===== config.mk =====
export PLATFORM = sky130hd
export DESIGN_NAME = kuznechik_const_gen
export DESIGN_NICKNAME = d
export VERILOG_FILES = /design/src/rtl/kuznechik_pkg.sv /design/src/rtl/kuznechik_r_step.sv /design/src/rtl/kuznechik_const_gen.sv
export SDC_FILE = /design/constraint.sdc
export NUM_CORES = 1
export LEC_CHECK = 0
export ABC_AREA = 1
export BUFFER_PORTS_ARGS = -buffer_cell sky130_fd_sc_hd__buf_2
export CAP_MARGIN = 0
export CORE_UTILIZATION = 40
export DETAILED_ROUTE_END_ITERATION = 10
export PLACE_DENSITY_LB_ADDON = 0.1
export SLEW_MARGIN = 40
export SYNTH_ARGS = -nofsm -noshare
export SYNTH_HDL_FRONTEND = slang
export SYNTH_SLANG_ARGS = --single-unit

===== constraint.sdc =====
create_clock -name clk -period 2.3 [get_ports clk]
set_input_delay 0.115 -clock clk [delete_from_list [all_inputs] [get_ports clk]]
set_output_delay 0.115 -clock clk [all_outputs]
set_load 0.05 [all_outputs]

===== src/rtl/kuznechik_pkg.sv =====
// Shared Kuznechik definitions: GF(2^8) field, linear-transform coefficients, byte mapping.
// Byte a_k of a 128-bit vector lives at bits [127-8k -: 8].
package kuznechik_pkg;

  localparam logic [7:0] GF_POLY = 8'hC3;
  localparam int         NBYTES  = 16;

  // Coefficient of a_k in the l() sum
  localparam logic [7:0] L_COEF [0:15] = '{
    8'd1,   8'd148, 8'd32,  8'd133, 8'd16,  8'd194, 8'd192, 8'd1,
    8'd251, 8'd1,   8'd192, 8'd194, 8'd16,  8'd133, 8'd32,  8'd148
  };

  typedef enum logic [1:0] {
    ST_IDLE = 2'd0,
    ST_CALC = 2'd1,
    ST_OUT  = 2'd2
  } fsm_e;

  function automatic logic [7:0] gf_mul8(input logic [7:0] a, input logic [7:0] b);
    logic [7:0] x;
    logic [7:0] acc;
    x   = a;
    acc = '0;
    for (int i = 0; i < 8; i++) begin
      if (b[i]) begin
        acc = acc ^ x;
      end
      x = x[7] ? ({x[6:0], 1'b0} ^ GF_POLY) : {x[6:0], 1'b0};
    end
    return acc;
  endfunction

  function automatic logic [7:0] get_byte(input logic [127:0] v, input int k);
    return v[127-8*k -: 8];
  endfunction

  function automatic logic [127:0] vec128(input logic [7:0] i);
    return {i, 120'd0};
  endfunction

endpackage


===== src/rtl/kuznechik_r_step.sv =====
// One combinational Kuznechik R-step: shift bytes toward a_0, append l(a) as a_15.
// Zero latency, no flow control.
module kuznechik_r_step
  import kuznechik_pkg::*;
(
  input  logic [127:0] state_i,
  output logic [127:0] state_o
);

  logic [7:0] l_byte;

  always_comb begin
    l_byte = '0;
    for (int k = 0; k < NBYTES; k++) begin
      l_byte = l_byte ^ gf_mul8(get_byte(state_i, k), L_COEF[k]);
    end
    state_o = {state_i[119:0], l_byte};
  end

endmodule


===== src/rtl/kuznechik_const_gen.sv =====
// Burst generator of round constants C_(code+1) = L(Vec128(code+1)), UNROLL R-steps per clock.
// First constant 16/UNROLL cycles after accept; output held until resp_ready, req_ready only in IDLE.
module kuznechik_const_gen
  import kuznechik_pkg::*;
#(
  parameter int IDX_W  = 5,
  parameter int UNROLL = 1
) (
  input  logic             clk,
  input  logic             rst,
  input  logic             req_valid,
  output logic             req_ready,
  input  logic [IDX_W-1:0] req_idx,
  input  logic [IDX_W:0]   req_cnt,
  output logic             resp_valid,
  input  logic             resp_ready,
  output logic [127:0]     resp_data,
  output logic [IDX_W-1:0] resp_idx,
  output logic             resp_last
);

  localparam int ROUNDS = 16 / UNROLL;
  localparam int STEP_W = $clog2(ROUNDS) + 1;

  localparam logic [STEP_W-1:0] STEP_LAST = STEP_W'(ROUNDS - 1);
  localparam logic [IDX_W:0]    REM_ONE   = (IDX_W+1)'(1);

  if (!(UNROLL == 1 || UNROLL == 2 || UNROLL == 4 || UNROLL == 8 || UNROLL == 16)) begin : g_bad_unroll
    $error("kuznechik_const_gen: UNROLL must be 1, 2, 4, 8 or 16");
  end
  if (IDX_W < 1 || IDX_W > 7) begin : g_bad_idx_w
    $error("kuznechik_const_gen: IDX_W must be in 1..7");
  end

  fsm_e              fsm_q, fsm_d;
  logic [127:0]      state_q, state_d;
  logic [IDX_W-1:0]  cur_idx_q, cur_idx_d;
  logic [IDX_W:0]    rem_q, rem_d;
  logic [STEP_W-1:0] step_q, step_d;
  logic [127:0]      data_q, data_d;
  logic [IDX_W-1:0]  ridx_q, ridx_d;
  logic              last_q, last_d;

  logic [IDX_W-1:0]  nxt_idx;
  logic [127:0]      chain [0:UNROLL];

  // Code k maps to i = k+1; the extra bit keeps code 2^IDX_W-1 from wrapping to 0
  function automatic logic [127:0] code_vec(input logic [IDX_W-1:0] code);
    logic [IDX_W:0] i;
    i = {1'b0, code} + REM_ONE;
    return vec128(8'(i));
  endfunction

  assign chain[0] = state_q;
  for (genvar s = 0; s < UNROLL; s++) begin : g_step
    kuznechik_r_step u_step (
      .state_i (chain[s]),
      .state_o (chain[s+1])
    );
  end

  assign nxt_idx = cur_idx_q + IDX_W'(1);

  always_comb begin
    fsm_d     = fsm_q;
    state_d   = state_q;
    cur_idx_d = cur_idx_q;
    rem_d     = rem_q;
    step_d    = step_q;
    data_d    = data_q;
    ridx_d    = ridx_q;
    last_d    = last_q;

    case (fsm_q)
      ST_IDLE: begin
        if (req_valid) begin
          fsm_d     = ST_CALC;
          state_d   = code_vec(req_idx);
          cur_idx_d = req_idx;
          rem_d     = (req_cnt == '0) ? REM_ONE : req_cnt;
          step_d    = '0;
        end
      end
      ST_CALC: begin
        state_d = chain[UNROLL];
        if (step_q == STEP_LAST) begin
          fsm_d  = ST_OUT;
          step_d = '0;
          data_d = chain[UNROLL];
          ridx_d = cur_idx_q;
          last_d = (rem_q == REM_ONE);
        end else begin
          step_d = step_q + STEP_W'(1);
        end
      end
      ST_OUT: begin
        if (resp_ready) begin
          if (rem_q == REM_ONE) begin
            fsm_d = ST_IDLE;
          end else begin
            fsm_d     = ST_CALC;
            rem_d     = rem_q - REM_ONE;
            cur_idx_d = nxt_idx;
            state_d   = code_vec(nxt_idx);
            step_d    = '0;
          end
        end
      end
      default: begin
        fsm_d = ST_IDLE;
      end
    endcase
  end

  always_ff @(posedge clk) begin
    if (rst) begin
      fsm_q     <= ST_IDLE;
      state_q   <= '0;
      cur_idx_q <= '0;
      rem_q     <= '0;
      step_q    <= '0;
      data_q    <= '0;
      ridx_q    <= '0;
      last_q    <= 1'b0;
    end else begin
      fsm_q     <= fsm_d;
      state_q   <= state_d;
      cur_idx_q <= cur_idx_d;
      rem_q     <= rem_d;
      step_q    <= step_d;
      data_q    <= data_d;
      ridx_q    <= ridx_d;
      last_q    <= last_d;
    end
  end

  assign req_ready  = (fsm_q == ST_IDLE);
  assign resp_valid = (fsm_q == ST_OUT);
  assign resp_data  = data_q;
  assign resp_idx   = ridx_q;
  assign resp_last  = last_q;

endmodule


==> metrics.yaml <==
cts.sinks: 280
synth_top_area_cell: "dfxtp_1"
drive_gt1_share_pct: 24.9
pin_count: 151
n_antenna_cell: 0
cts_buffers: 34
crit_path_cell_trace: "buf_6, xnor2_4, buf_6, xnor3_2, xor2_2, inv_2, or2_1, nand2_2, inv_2, nand3_1, nand2_1, nand2_1, nand2_2, o21ai_2, inv_1"
yosys_warnings: 0
worstMarginPinSlew_ps: 826
dpl.hpwl_mm: 30.3
synth_edf_count: 0
area.growth.synth_to_final_pct: 23.2
worstPathRequired_ps: 2730
grt_pass1_vias: 12600
critPathMaxFanout: 5
synth.yosys.seq_area_share_pct: 37.3
synth-seq-cells: 280
ys_top_cells_by_area: "dfxtp_1, nand2_1, xor2_1, a21oi_1, xnor2_1"
hold_viol: 0
critPathBufInv: 5
maxCapViolations: 0
antenna_found_initial: 0
cts_tree: "built"
port_buffers: 150
first_iter_violations: 624
grt_max_degree: 151
die-area_um2: 38400
setup.worst_path.class: "reg2reg"
rows: 70
clkLatencyLatePin_ps: 540
timing.final.crit_share_pct: 96.5
die_h_um: 196
nNetsFinal: 2305
setup_ws_ps: 79.6
cpMaxStageDelayCell: "dfxtp_4"
cp-start-kind: "register"
pre_cts_ws_ps: -55.4
place_congestion: 0.854
totalWireLength_mm: 43.3
slowest_delay_ps: 370
drc: 0
viasPerCell: 4.90
ir_drop_mv: 0.510
status: "completed"
die_x_um: 196
power.density_nw_per_um2: 621
firstDrtPassIters: 6
grt_use_total_pct: 22.2
rsz0062_at_grt: "yes"
slew_violations: 0
p_leak_nw: 7.99
synthCells: 2116
vias: 13600
yosysMostFrequentCell: "nand2_1"
routedWlPerCell_um: 15.6
ant_nets: 0
critPathCaptureType: "register"
initial_core_util_pct: 40.9
final_core_util_pct: 50.4
ys_types: 47
worstPathArrival_ps: 2650
clock.fmax_mhz: 450
setup_violations: 0
cts.htree.levels: 2
grt_pass1_wl_mm: 68.1
clock_path_buffers: 3
cts_root_buf: "clkbuf_16"
cp_top_family: "XOR/XNOR gates"
fin_skew_ps: 13.3
min-delay-path-class: "in2reg"
synth_ff_type: "dfxtp_1"
core_um2: 36800
clk_pin_slew_ps: 60
slew_headroom_pct: 45.0
synth-async-reset-ratio_pct: 0
min_period_ps: 2220
syn_area_per_cell_um2: 7.11
synth_common_cells: "nand2_1, dfxtp_1, a21oi_1"
syn_nets: 2136
synth_top_area_share_pct: 37.3
overflow: 0
syn_area_um2: 15000
-- logic make-up (layout without fill, tap and decap cells) --
kind of cell / Yosys count / in the layout / share of synthesized area (%)
compound gates: 315 / 315 / 11.8
simple gates: 996 / 996 / 27.9
flops: 280 / 280 / 37.3
fa+ha+maj: 5 / 5 / 0.416
buf+inv: 303 / 493 / 8.55
xor+xnor: 217 / 217 / 14.0
-- layer usage --
| metal | up-vias | part of all wire, % | global-route usage [%] | wire, um |
|---|---|---|---|---|
| met1 | 6288 | 47 | 30.5 | 20500 |
| met5 | - | 0 | 0 | 0 |
| met3 | 69 | 3.7 | 2.77 | 1610 |
| li1 | 6997 | - | - | - |
| met2 | 242 | 46 | 35.8 | 20100 |
| met4 | 0 | 2.6 | 8.02 | 1120 |
-- layout make-up --
class	count	area (um^2)
fillers	3708	18300
inverters	164	631
flip-flops and latches	280	5710
clock buffers	46	987
multi-input cells	1533	8670
repair buffers	272	1850
clock inverters	11	88.8
well taps	468	586
-- repair_timing --
action	4_1_cts	5_1_grt
pin swaps	0	57
hold buffers	8	0
resized for setup	3	193
cloned	0	0
endpoints found under the hold margin	31	0
endpoints found under the setup margin	2	16
buffers inserted	0	17
-- worst paths after layout --
kind	to	cells past startpoint	slack [ps]	startpoint
setup / recovery	resp_data[6]	15	80	state_q[86]
hold / removal	rem_q[2]	5	40	req_cnt[2]
setup reg to reg	resp_data[6]	15	80	state_q[86]
hold reg to reg	resp_data[112]	2	460	resp_data[112]
-- tightest hold or removal path: stages --
cell and delay, ps:
buf_2 100, nand2_1 70, o21ai_0 90, nand2_1 70, a21oi_1 70
-- where the power goes --
| group | leakage (nW) | internal, mW | switching (mW) |
|---|---|---|---|
| Combinational | 5.16 | 0.441 | 0.823 |
| Sequential | 2.29 | 4.89 | 0.0745 |
| Clock | 0.533 | 3.11 | 2.17 |
| Total | 7.99 | 8.44 | 3.06 |
-- cell usage in the layout, fill, tap and decap left out, drive strengths merged --
cell type	synthesis	layout
xnor2	88	88
bufinv	0	1
o21a	1	1
nor3	2	2
or2	16	16
o21ai	35	35
clkinv	1	8
nor4	1	1
ha	5	5
o211ai	2	2
a31oi	4	4
or4	1	1
dlygate4sd3	0	8
buf	72	263
a211oi	65	65
clkinvlp	0	2
xnor3	2	2
xor2	127	127
a32oi	1	1
nand2	738	738
nand4	6	6
a21oi	204	204
nand2b	1	1
nor2	115	115
dfxtp	280	280
inv	163	164
o22ai	1	1
nand3b	17	17
nand3	99	99
a21o	2	2
clkbuf	67	47
-- registers in the layout (all words and copies together), names as in the netlist --
register   cells
resp_idx       5
step_q         5
state_q      128
fsm_q          2
resp_last      1
rem_q          6
cur_idx_q      5
resp_data    128
-- stage by stage --
stage	instances	power [mW]	TNS [ps]	hold WS (ps)	instance area, um^2
after floorplan	2116	5.99	0	297	15000
after global placement	2692	6.31	-13.4	396	16600
after detailed placement	2692	6.31	-102	404	16600
after CTS	2757	11.6	0	0.255	17800
after global routing	2774	12.0	-158	49.1	18500
final	2774	11.5	0	36.1	18500
(Power assumes the default switching activity.)
